**src/rtl/mem_arb_pkg.sv**
```systemverilog
// mem_arb_pkg
//   Shared types for the unified memory port arbiter: FSM state encoding,
//   transaction owner, and the latched request record that drives the
//   registered m_* outputs.
package mem_arb_pkg;

  // Widths of the latched request record; the arbiter is elaborated with
  // matching AW/DW values.
  localparam int REQ_AW = 32;
  localparam int REQ_DW = 32;
  localparam int REQ_BW = REQ_DW / 8;

  typedef enum logic [1:0] {
    IDLE = 2'd0,
    ADDR = 2'd1,
    WAIT = 2'd2
  } state_t;

  typedef enum logic {
    OWN_I = 1'b0,
    OWN_D = 1'b1
  } owner_t;

  typedef struct packed {
    logic              we;
    logic [REQ_BW-1:0] be;
    logic [REQ_AW-1:0] addr;
    logic [REQ_DW-1:0] wdata;
  } req_t;

  // A fetch is always a full-width read.
  function automatic req_t fetch_req(input logic [REQ_AW-1:0] addr);
    req_t r;
    r.we    = 1'b0;
    r.be    = '1;
    r.addr  = addr;
    r.wdata = '0;
    return r;
  endfunction

endpackage

```
**src/rtl/mem_port_arbiter.sv**
```systemverilog
// mem_port_arbiter
//   Shares one memory port between the instruction-fetch side (I) and the
//   load/store side (D) of the core. One transaction is outstanding at a
//   time. D has fixed priority, but after STREAK_MAX consecutive D grants
//   taken while a fetch was waiting, the fetch is forced through.
//
// Ports
//   clk, reset           clock, asynchronous active-high reset
//   i_req/i_addr         fetch request, held until i_gnt
//   i_gnt                one-cycle accept pulse (combinational)
//   i_rvalid/i_rdata     fetch response (combinational from m_rvalid)
//   d_req/d_we/d_be/     load/store request, held until d_gnt
//   d_addr/d_wdata
//   d_gnt                one-cycle accept pulse (combinational)
//   d_rvalid/d_rdata     load data / store acknowledge
//   m_req/m_we/m_be/     registered request to memory, stable until m_gnt
//   m_addr/m_wdata
//   m_gnt                memory accepted the request
//   m_rvalid/m_rdata     memory response (read data or write ack)
//   busy                 a transaction is in flight (state != IDLE)
module mem_port_arbiter
  import mem_arb_pkg::*;
#(
  parameter int AW         = REQ_AW,
  parameter int DW         = REQ_DW,
  parameter int STREAK_MAX = 4
) (
  input  logic            clk,
  input  logic            reset,
  // instruction fetch side
  input  logic            i_req,
  input  logic [AW-1:0]   i_addr,
  output logic            i_gnt,
  output logic            i_rvalid,
  output logic [DW-1:0]   i_rdata,
  // load/store side
  input  logic            d_req,
  input  logic            d_we,
  input  logic [DW/8-1:0] d_be,
  input  logic [AW-1:0]   d_addr,
  input  logic [DW-1:0]   d_wdata,
  output logic            d_gnt,
  output logic            d_rvalid,
  output logic [DW-1:0]   d_rdata,
  // memory side
  output logic            m_req,
  output logic            m_we,
  output logic [DW/8-1:0] m_be,
  output logic [AW-1:0]   m_addr,
  output logic [DW-1:0]   m_wdata,
  input  logic            m_gnt,
  input  logic            m_rvalid,
  input  logic [DW-1:0]   m_rdata,
  // status
  output logic            busy
);

  // Wide enough to hold the value STREAK_MAX itself.
  localparam int STREAK_W = (STREAK_MAX < 1) ? 1 : $clog2(STREAK_MAX + 1);

  // Elaboration-time guards: the request record is sized by the package.
  if (AW != REQ_AW || DW != REQ_DW) begin : g_width_check
    $error("mem_port_arbiter: AW/DW must match mem_arb_pkg REQ_AW/REQ_DW");
  end
  if (STREAK_MAX < 1) begin : g_streak_check
    $error("mem_port_arbiter: STREAK_MAX must be at least 1");
  end

  // --------------------------------------------------------------------
  // State
  // --------------------------------------------------------------------
  state_t              state_reg,  state_next;
  owner_t              owner_reg,  owner_next;
  logic [STREAK_W-1:0] streak_reg, streak_next;
  req_t                req_reg,    req_next;
  logic                m_req_reg,  m_req_next;

  // --------------------------------------------------------------------
  // Arbitration
  // --------------------------------------------------------------------
  logic arb_point;
  logic streak_full;
  logic pick_d;
  logic pick_i;
  logic rsp;

  always_comb begin
    // Grants are decided in IDLE or in the response cycle of WAIT; the
    // reset term keeps every combinational output quiet while reset is
    // held, even though the state register already reads IDLE.
    arb_point   = !reset && ((state_reg == IDLE) ||
                             ((state_reg == WAIT) && m_rvalid));
    streak_full = (streak_reg == STREAK_W'(STREAK_MAX));
    pick_d      = arb_point && d_req && !(i_req && streak_full);
    pick_i      = arb_point && i_req && !pick_d;
    // m_rvalid outside WAIT (IDLE or ADDR) is a stray pulse and dropped.
    rsp         = !reset && (state_reg == WAIT) && m_rvalid;
  end

  // --------------------------------------------------------------------
  // Next-state logic
  // --------------------------------------------------------------------
  always_comb begin
    state_next  = state_reg;
    owner_next  = owner_reg;
    streak_next = streak_reg;
    req_next    = req_reg;
    m_req_next  = m_req_reg;

    if (pick_d) begin
      req_next.we    = d_we;
      req_next.be    = d_be;
      req_next.addr  = d_addr;
      req_next.wdata = d_wdata;
      owner_next     = OWN_D;
      state_next     = ADDR;
      m_req_next     = 1'b1;
      // Only D grants that overtake a waiting fetch count toward the
      // starvation limit; the count saturates at STREAK_MAX.
      if (i_req) begin
        streak_next = streak_full ? streak_reg : streak_reg + STREAK_W'(1);
      end else begin
        streak_next = '0;
      end
    end else if (pick_i) begin
      req_next    = fetch_req(i_addr);
      owner_next  = OWN_I;
      state_next  = ADDR;
      m_req_next  = 1'b1;
      streak_next = '0;
    end else begin
      case (state_reg)
        IDLE: begin
          state_next = IDLE;
        end
        ADDR: begin
          if (m_gnt) begin
            state_next = WAIT;
            m_req_next = 1'b0;
          end
        end
        WAIT: begin
          // Response with nobody waiting: the port goes idle.
          if (m_rvalid) begin
            state_next = IDLE;
          end
        end
        default: begin
          state_next = IDLE;
          m_req_next = 1'b0;
        end
      endcase
    end
  end

  // --------------------------------------------------------------------
  // Registers
  // --------------------------------------------------------------------
  always_ff @(posedge clk or posedge reset) begin
    if (reset) begin
      state_reg  <= IDLE;
      owner_reg  <= OWN_I;
      streak_reg <= '0;
      req_reg    <= '0;
      m_req_reg  <= 1'b0;
    end else begin
      state_reg  <= state_next;
      owner_reg  <= owner_next;
      streak_reg <= streak_next;
      req_reg    <= req_next;
      m_req_reg  <= m_req_next;
    end
  end

  // --------------------------------------------------------------------
  // Outputs
  // --------------------------------------------------------------------
  assign i_gnt    = pick_i;
  assign d_gnt    = pick_d;

  assign i_rvalid = rsp && (owner_reg == OWN_I);
  assign d_rvalid = rsp && (owner_reg == OWN_D);
  // The non-owner sees zero data rather than the shared bus.
  assign i_rdata  = i_rvalid ? m_rdata : '0;
  assign d_rdata  = d_rvalid ? m_rdata : '0;

  assign m_req    = m_req_reg;
  assign m_we     = req_reg.we;
  assign m_be     = req_reg.be;
  assign m_addr   = req_reg.addr;
  assign m_wdata  = req_reg.wdata;

  assign busy     = (state_reg != IDLE);

endmodule

```
**config.mk**
```make
export PLATFORM = sky130hd
export DESIGN_NAME = mem_port_arbiter
export DESIGN_NICKNAME = d
export VERILOG_FILES = /design/src/rtl/mem_arb_pkg.sv /design/src/rtl/mem_port_arbiter.sv
export SDC_FILE = /design/constraint.sdc
export NUM_CORES = 1
export LEC_CHECK = 0
export ABC_AREA = 1
export BUFFER_PORTS_ARGS = -buffer_cell sky130_fd_sc_hd__buf_2
export CAP_MARGIN = 20
export CORE_MARGIN = 2
export CORE_UTILIZATION = 25
export DETAILED_ROUTE_END_ITERATION = 12
export PLACE_DENSITY_LB_ADDON = 0.2
export SLEW_MARGIN = 10
export SYNTH_ARGS = -nofsm -noshare
export SYNTH_HDL_FRONTEND = slang
export SYNTH_SLANG_ARGS = --single-unit
```
**constraint.sdc**
```tcl
create_clock -name clk -period 3.5 [get_ports clk]
set_input_delay 0.525 -clock clk [delete_from_list [all_inputs] [get_ports clk]]
set_output_delay 0.525 -clock clk [all_outputs]
set_load 0.05 [all_outputs]
```
* Word level (Yosys, flattened, before mapping) *
Cells that the tools add are included.

word-level totals
  register bits = 76
  input bits = 139
  output and inout bits = 139

operators by class
  add/sub/neg operators = 1
  equal/unequal tests = 7
  reduce and logical (&&, ||, !) cells = 22
  bitwise gates (word level) = 1
  multiplexer cells = 19

operator list
  operator               count
  $mux W69               2
  $mux W32               2
  $mux W3                4
  $logic_and A1 B1 Y1    11
  $mux W2                4
  $ne A4 B4 Y1 const B   2
  $reduce_and A2 Y1      3
  $mux W1                5
  $pmux W2 S2            1
  $reduce_bool A2 Y1     2
  $add A3 B1 Y3 const B  1
  $eq A3 B3 Y1 const B   1
  $logic_not A1 Y1       3
  $ne A3 B1 Y1 const B   1
  $ne A3 B3 Y1 const B   1
  $eq A2 B1 Y1 const B   1
  $eq A2 B2 Y1 const B   1
  $logic_not A2 Y1       1
  $pmux W1 S2            1
  $reduce_or A2 Y1       1
  $logic_or A1 B1 Y1     1
  $not A1 Y1             1

* Longest topological paths before layout *
  word-level depth = 10
  mapped depth = 11

* Worst setup path before layout *
No wires, ideal clock.

  kind = in2out
  start point = input port reset
  end point = output port i_gnt
  setup slack = -0.444 ns
  buffers on the path = 0
  arrival = 3.419 ns
  data required time = 2.975 ns
  cell stages on the path = 5
  cells stage by stage = inv_1 nand3_1 nand2_4 nand2_1 nor2_1

between the ends
  longest elaborated chain between the ends = 6

ends and longest elaborated chain
  what                                   RTL line                RTL
  start: declaration                     mem_port_arbiter.sv:29  input logic reset,
  $logic_not A1 Y1 (no source line) (*)  --
  $logic_and A1 B1 Y1 (*)                mem_port_arbiter.sv:91  arb_point = !reset && ((state_reg == IDLE) ||
  $logic_and A1 B1 Y1 (2 in series)      mem_port_arbiter.sv:94  pick_d = arb_point && d_req && !(i_req && streak_full);
  $logic_not A1 Y1                       mem_port_arbiter.sv:95  pick_i = arb_point && i_req && !pick_d;
  $logic_and A1 B1 Y1 (*)                mem_port_arbiter.sv:95
  end: declaration                       mem_port_arbiter.sv:33  output logic i_gnt,

Mark *: on every way between the ends. The rest lies on a longest branch, timed or not.

* Final worst setup path *
  start point = register state_reg[0]
  end point = output port i_rdata[22]

between the ends
  longest elaborated chain between the ends = 5

ends and longest elaborated chain
  what                               RTL line                 RTL
  start: declaration                 mem_port_arbiter.sv:72   state_t state_reg, state_next;
  start signal: assignment           mem_port_arbiter.sv:167  state_reg <= state_next;
  $eq A2 B2 Y1                       mem_port_arbiter.sv:97   rsp = !reset && (state_reg == WAIT) && m_rvalid;
  $logic_and A1 B1 Y1 (2 in series)  mem_port_arbiter.sv:97
  $logic_and A1 B1 Y1                mem_port_arbiter.sv:181  assign i_rvalid = rsp && (owner_reg == OWN_I);
  $mux W32                           mem_port_arbiter.sv:184  assign i_rdata = i_rvalid ? m_rdata : '0;
  end: declaration                   mem_port_arbiter.sv:35   output logic [DW-1:0] i_rdata,

Every way passes these cells.

==> metrics.md <==
| Metric | Value |
|---|---|
| Post-synth top area cell | dfrtp_1 |
| Clock transition at path regs | around 60 ps |
| Syn Std Cell Area | a little over 4000 µm² |
| CP Data Arrival Time | between 2000 and 2500 ps |
| Global-route wire length before repair | just under 20000 µm |
| Status | finished, final reports clean |
| Final Cycle Share | around 76% |
| Number of routed nets with antenna violations | 0 |
| Max FO, Critical Path | 32 |
| CTS tree | done |
| Post-DP Area | 5560 µm² |
| Largest cells by area after synthesis | dfrtp_1 (47%), nand2_1 (19%), inv_1 (10%) |
| Antenna fix cells | 0 |
| Fin Setup TNS | 0 ps |
| Final setup violation count | 0 |
| Largest net degree at the start of global routing | 44 |
| XOR/XNOR share of the synthesized area | 0.217% |
| R2R Path End | m_addr[14] |
| Post-CTS Resized | 0 |
| Power Dens Cells | 954 nW/µm² |
| Multi-input gate area | approximately 1500 µm² |
| Die Span Y | approximately 130 µm |
| TritonRoute pass-1 iters | 4 |
| Vias in the first global route | a little under 4000 |
| Final Max Slew Viols | 0 |
| Total gr overflow | 0 |
| CTS Root Buffer Type | clkbuf_16 |
| Core area | around 16000 µm² |
| Yosys cell types | 20 |
| Leak | 3.88 nW |
| Fmax | 376 MHz |
| Most frequent cells in the layout | buf_2 (277), nand2_1 (205), inv_1 (107), dfrtp_1 (76), nor2_1 (72) |
| Post-DP HPWL | ~10000 µm |
| Peak supply drop | between 0.3 and 0.4 mV |
| Register area | ~1900 µm² |
| Clk_skew | approximately 8.6 ps |
| Via/cell ratio | 4.05 |
| Worst-skew pair later-pin latency | roughly 330 ps |
| Die outline width | roughly 130 µm |
| Synth Warn # | 0 |
| RSZ-0062 raised after global routing | false |
| Hold buffer count at CTS | 0 |
| Fin nets | slightly below 1000 |
| FF-to-FF path depth | 10 |
| Top-area cell type share of the netlist area | a little under half |
| Commonest non-fill, non-tap cell in the layout | buf_2 |
| Largest family of logic cells by synthesized area | simple AND/OR/NAND/NOR gates |
| Number of buffers created by CTS | 9 |
| Req. time, crit path | ~3000 ps |
| GRT Util Overall | ~15% |
| Max-cap viol count | 0 |
| Via count | roughly 4300 |
| Worst Tran Pin Value | 920 ps |
| Seq/Total Area, Yosys | 47.2% |
| Relative slew slack | 38.6% |
| Adder-cell share of the synthesized area | less than 1% |
| Final Hold Vio Count | 0 |
| Initial Util | between 20% and 30% |
| Crit path kind | flop to primary output |
| FF-to-FF Start | streak_reg[0] |
| Finished Cell Area | approximately 5900 µm² |
| H-tree levels | 3 |
| Clock tree sinks | 76 |
| Crit start category | flop |
| Synth Area in Compound Gates | under 10% |
| Mean routed wirelength per cell | about 13 µm |
| Drc violations | 0 |
| Hold WC Path Type | input pin to async pin |
| Routed wire length | roughly 13000 µm |
| Port Buffers | approximately 280 |
| RD Place Congestion | approximately 0.75 |
| Syn_nets | 721 |
| Pre-CTS setup slack | approximately 970 ps |
| Min Tclk post-route | 2660 ps |
| Multiplexer share of the synthesized area | 0% |
| Syn Area/Cell | about 7 µm² |
| Total chip power | around 5.6 mW |
| Setup Buffers After CTS | 0 |
| Synthesized instance count | 580 |
| FF+latch count, synth | 76 |
| FF-to-FF setup slack | roughly 1200 ps |
| Area growth syn-to-layout | 45.8% |
| Filler cell count | 1757 |
| Crit path capture type | primary output |
| Worst setup margin | 837 ps |
| 1st-iter DRT viols | 190 |
| Post-Synth Simple-Gate Area | approximately a third |
| Initial antenna violation count | 0 |
| CTS max path bufs | 2 |
| DIE AREA | roughly 17000 µm² |
| # IOs | 278 |
| Crit path from | state_reg[0] |
| Share of post-route cells with drive strength above 1 | around 36% |
| # rows | 46 |
stage by stage:
step / instances / hold WS [ps] / utilization (%)
3_3_place_gp: 1051 / 450 / 35.1
6_report: 1066 / 354 / 37.1
2_1_floorplan: 580 / 466 / -
5_1_grt: 1066 / 382 / 37.1
4_1_cts: 1066 / 354 / 37.1
3_5_place_dp: 1051 / 453 / 35.1
critical path: stages (launching register included):
cell	delay, ps
dfrtp_1	410
nor2_2	160
nand2_1	130
nor2_1	160
inv_1	410
nor2_1	240
buf_2	290
metal layers:
metal | up-vias | part of all wire, % | GRT usage [%]
li1 | 2222 | - | -
met4 | 0 | 1.3 | 4.94
met5 | - | 0 | 0
met1 | 1907 | 40 | 16.7
met2 | 173 | 51 | 28.0
met3 | 10 | 7.4 | 3.46
cells in the mapped netlist, drive strengths merged:
library cell,number
o31ai,1
ha,2
nand2,208
xor2,1
inv,111
clkbuf,11
nor2,73
o21ai,5
dfrtp,76
buf,18
a21oi,4
nand3,70
power by group:
group	internal [mW]	switching (mW)	leakage, nW
clock network	0.622	0.375	0.151
registers	1.30	0.220	0.939
logic	0.658	2.42	2.79
total	2.58	3.02	3.88
area by class of cell:
| class | instances | area share, % |
|---|---|---|
| Timing Repair Buffer | 284 | 24.7 |
| Sequential cell | 76 | 32.4 |
| Clock inverter | 6 | 1.53 |
| Tap cell | 216 | 4.60 |
| Inverter | 111 | 7.15 |
| Clock buffer | 9 | 3.83 |
| Multi-Input combinational cell | 364 | 25.8 |
worst max path at each step:
stage | endpoint | slack, ps | cells past startpoint
finish | i_rdata[22] | 840 | 6
global route | d_rdata[21] | 590 | 7
CTS | i_rdata[22] | 820 | 6
detailed placement | i_rdata[22] | 970 | 7
global placement | i_rdata[17] | 940 | 7
floorplan | d_rdata[10] | 420 | 7
cells by family (layout without fill, tap and decap cells):
group / after synthesis / in the layout
xor+xnor: 1 / 1
fa+ha+maj: 2 / 2
flops: 76 / 76
compound gates: 10 / 10
buf+inv: 140 / 410
simple gates: 351 / 351
(Power assumes the default switching activity.)
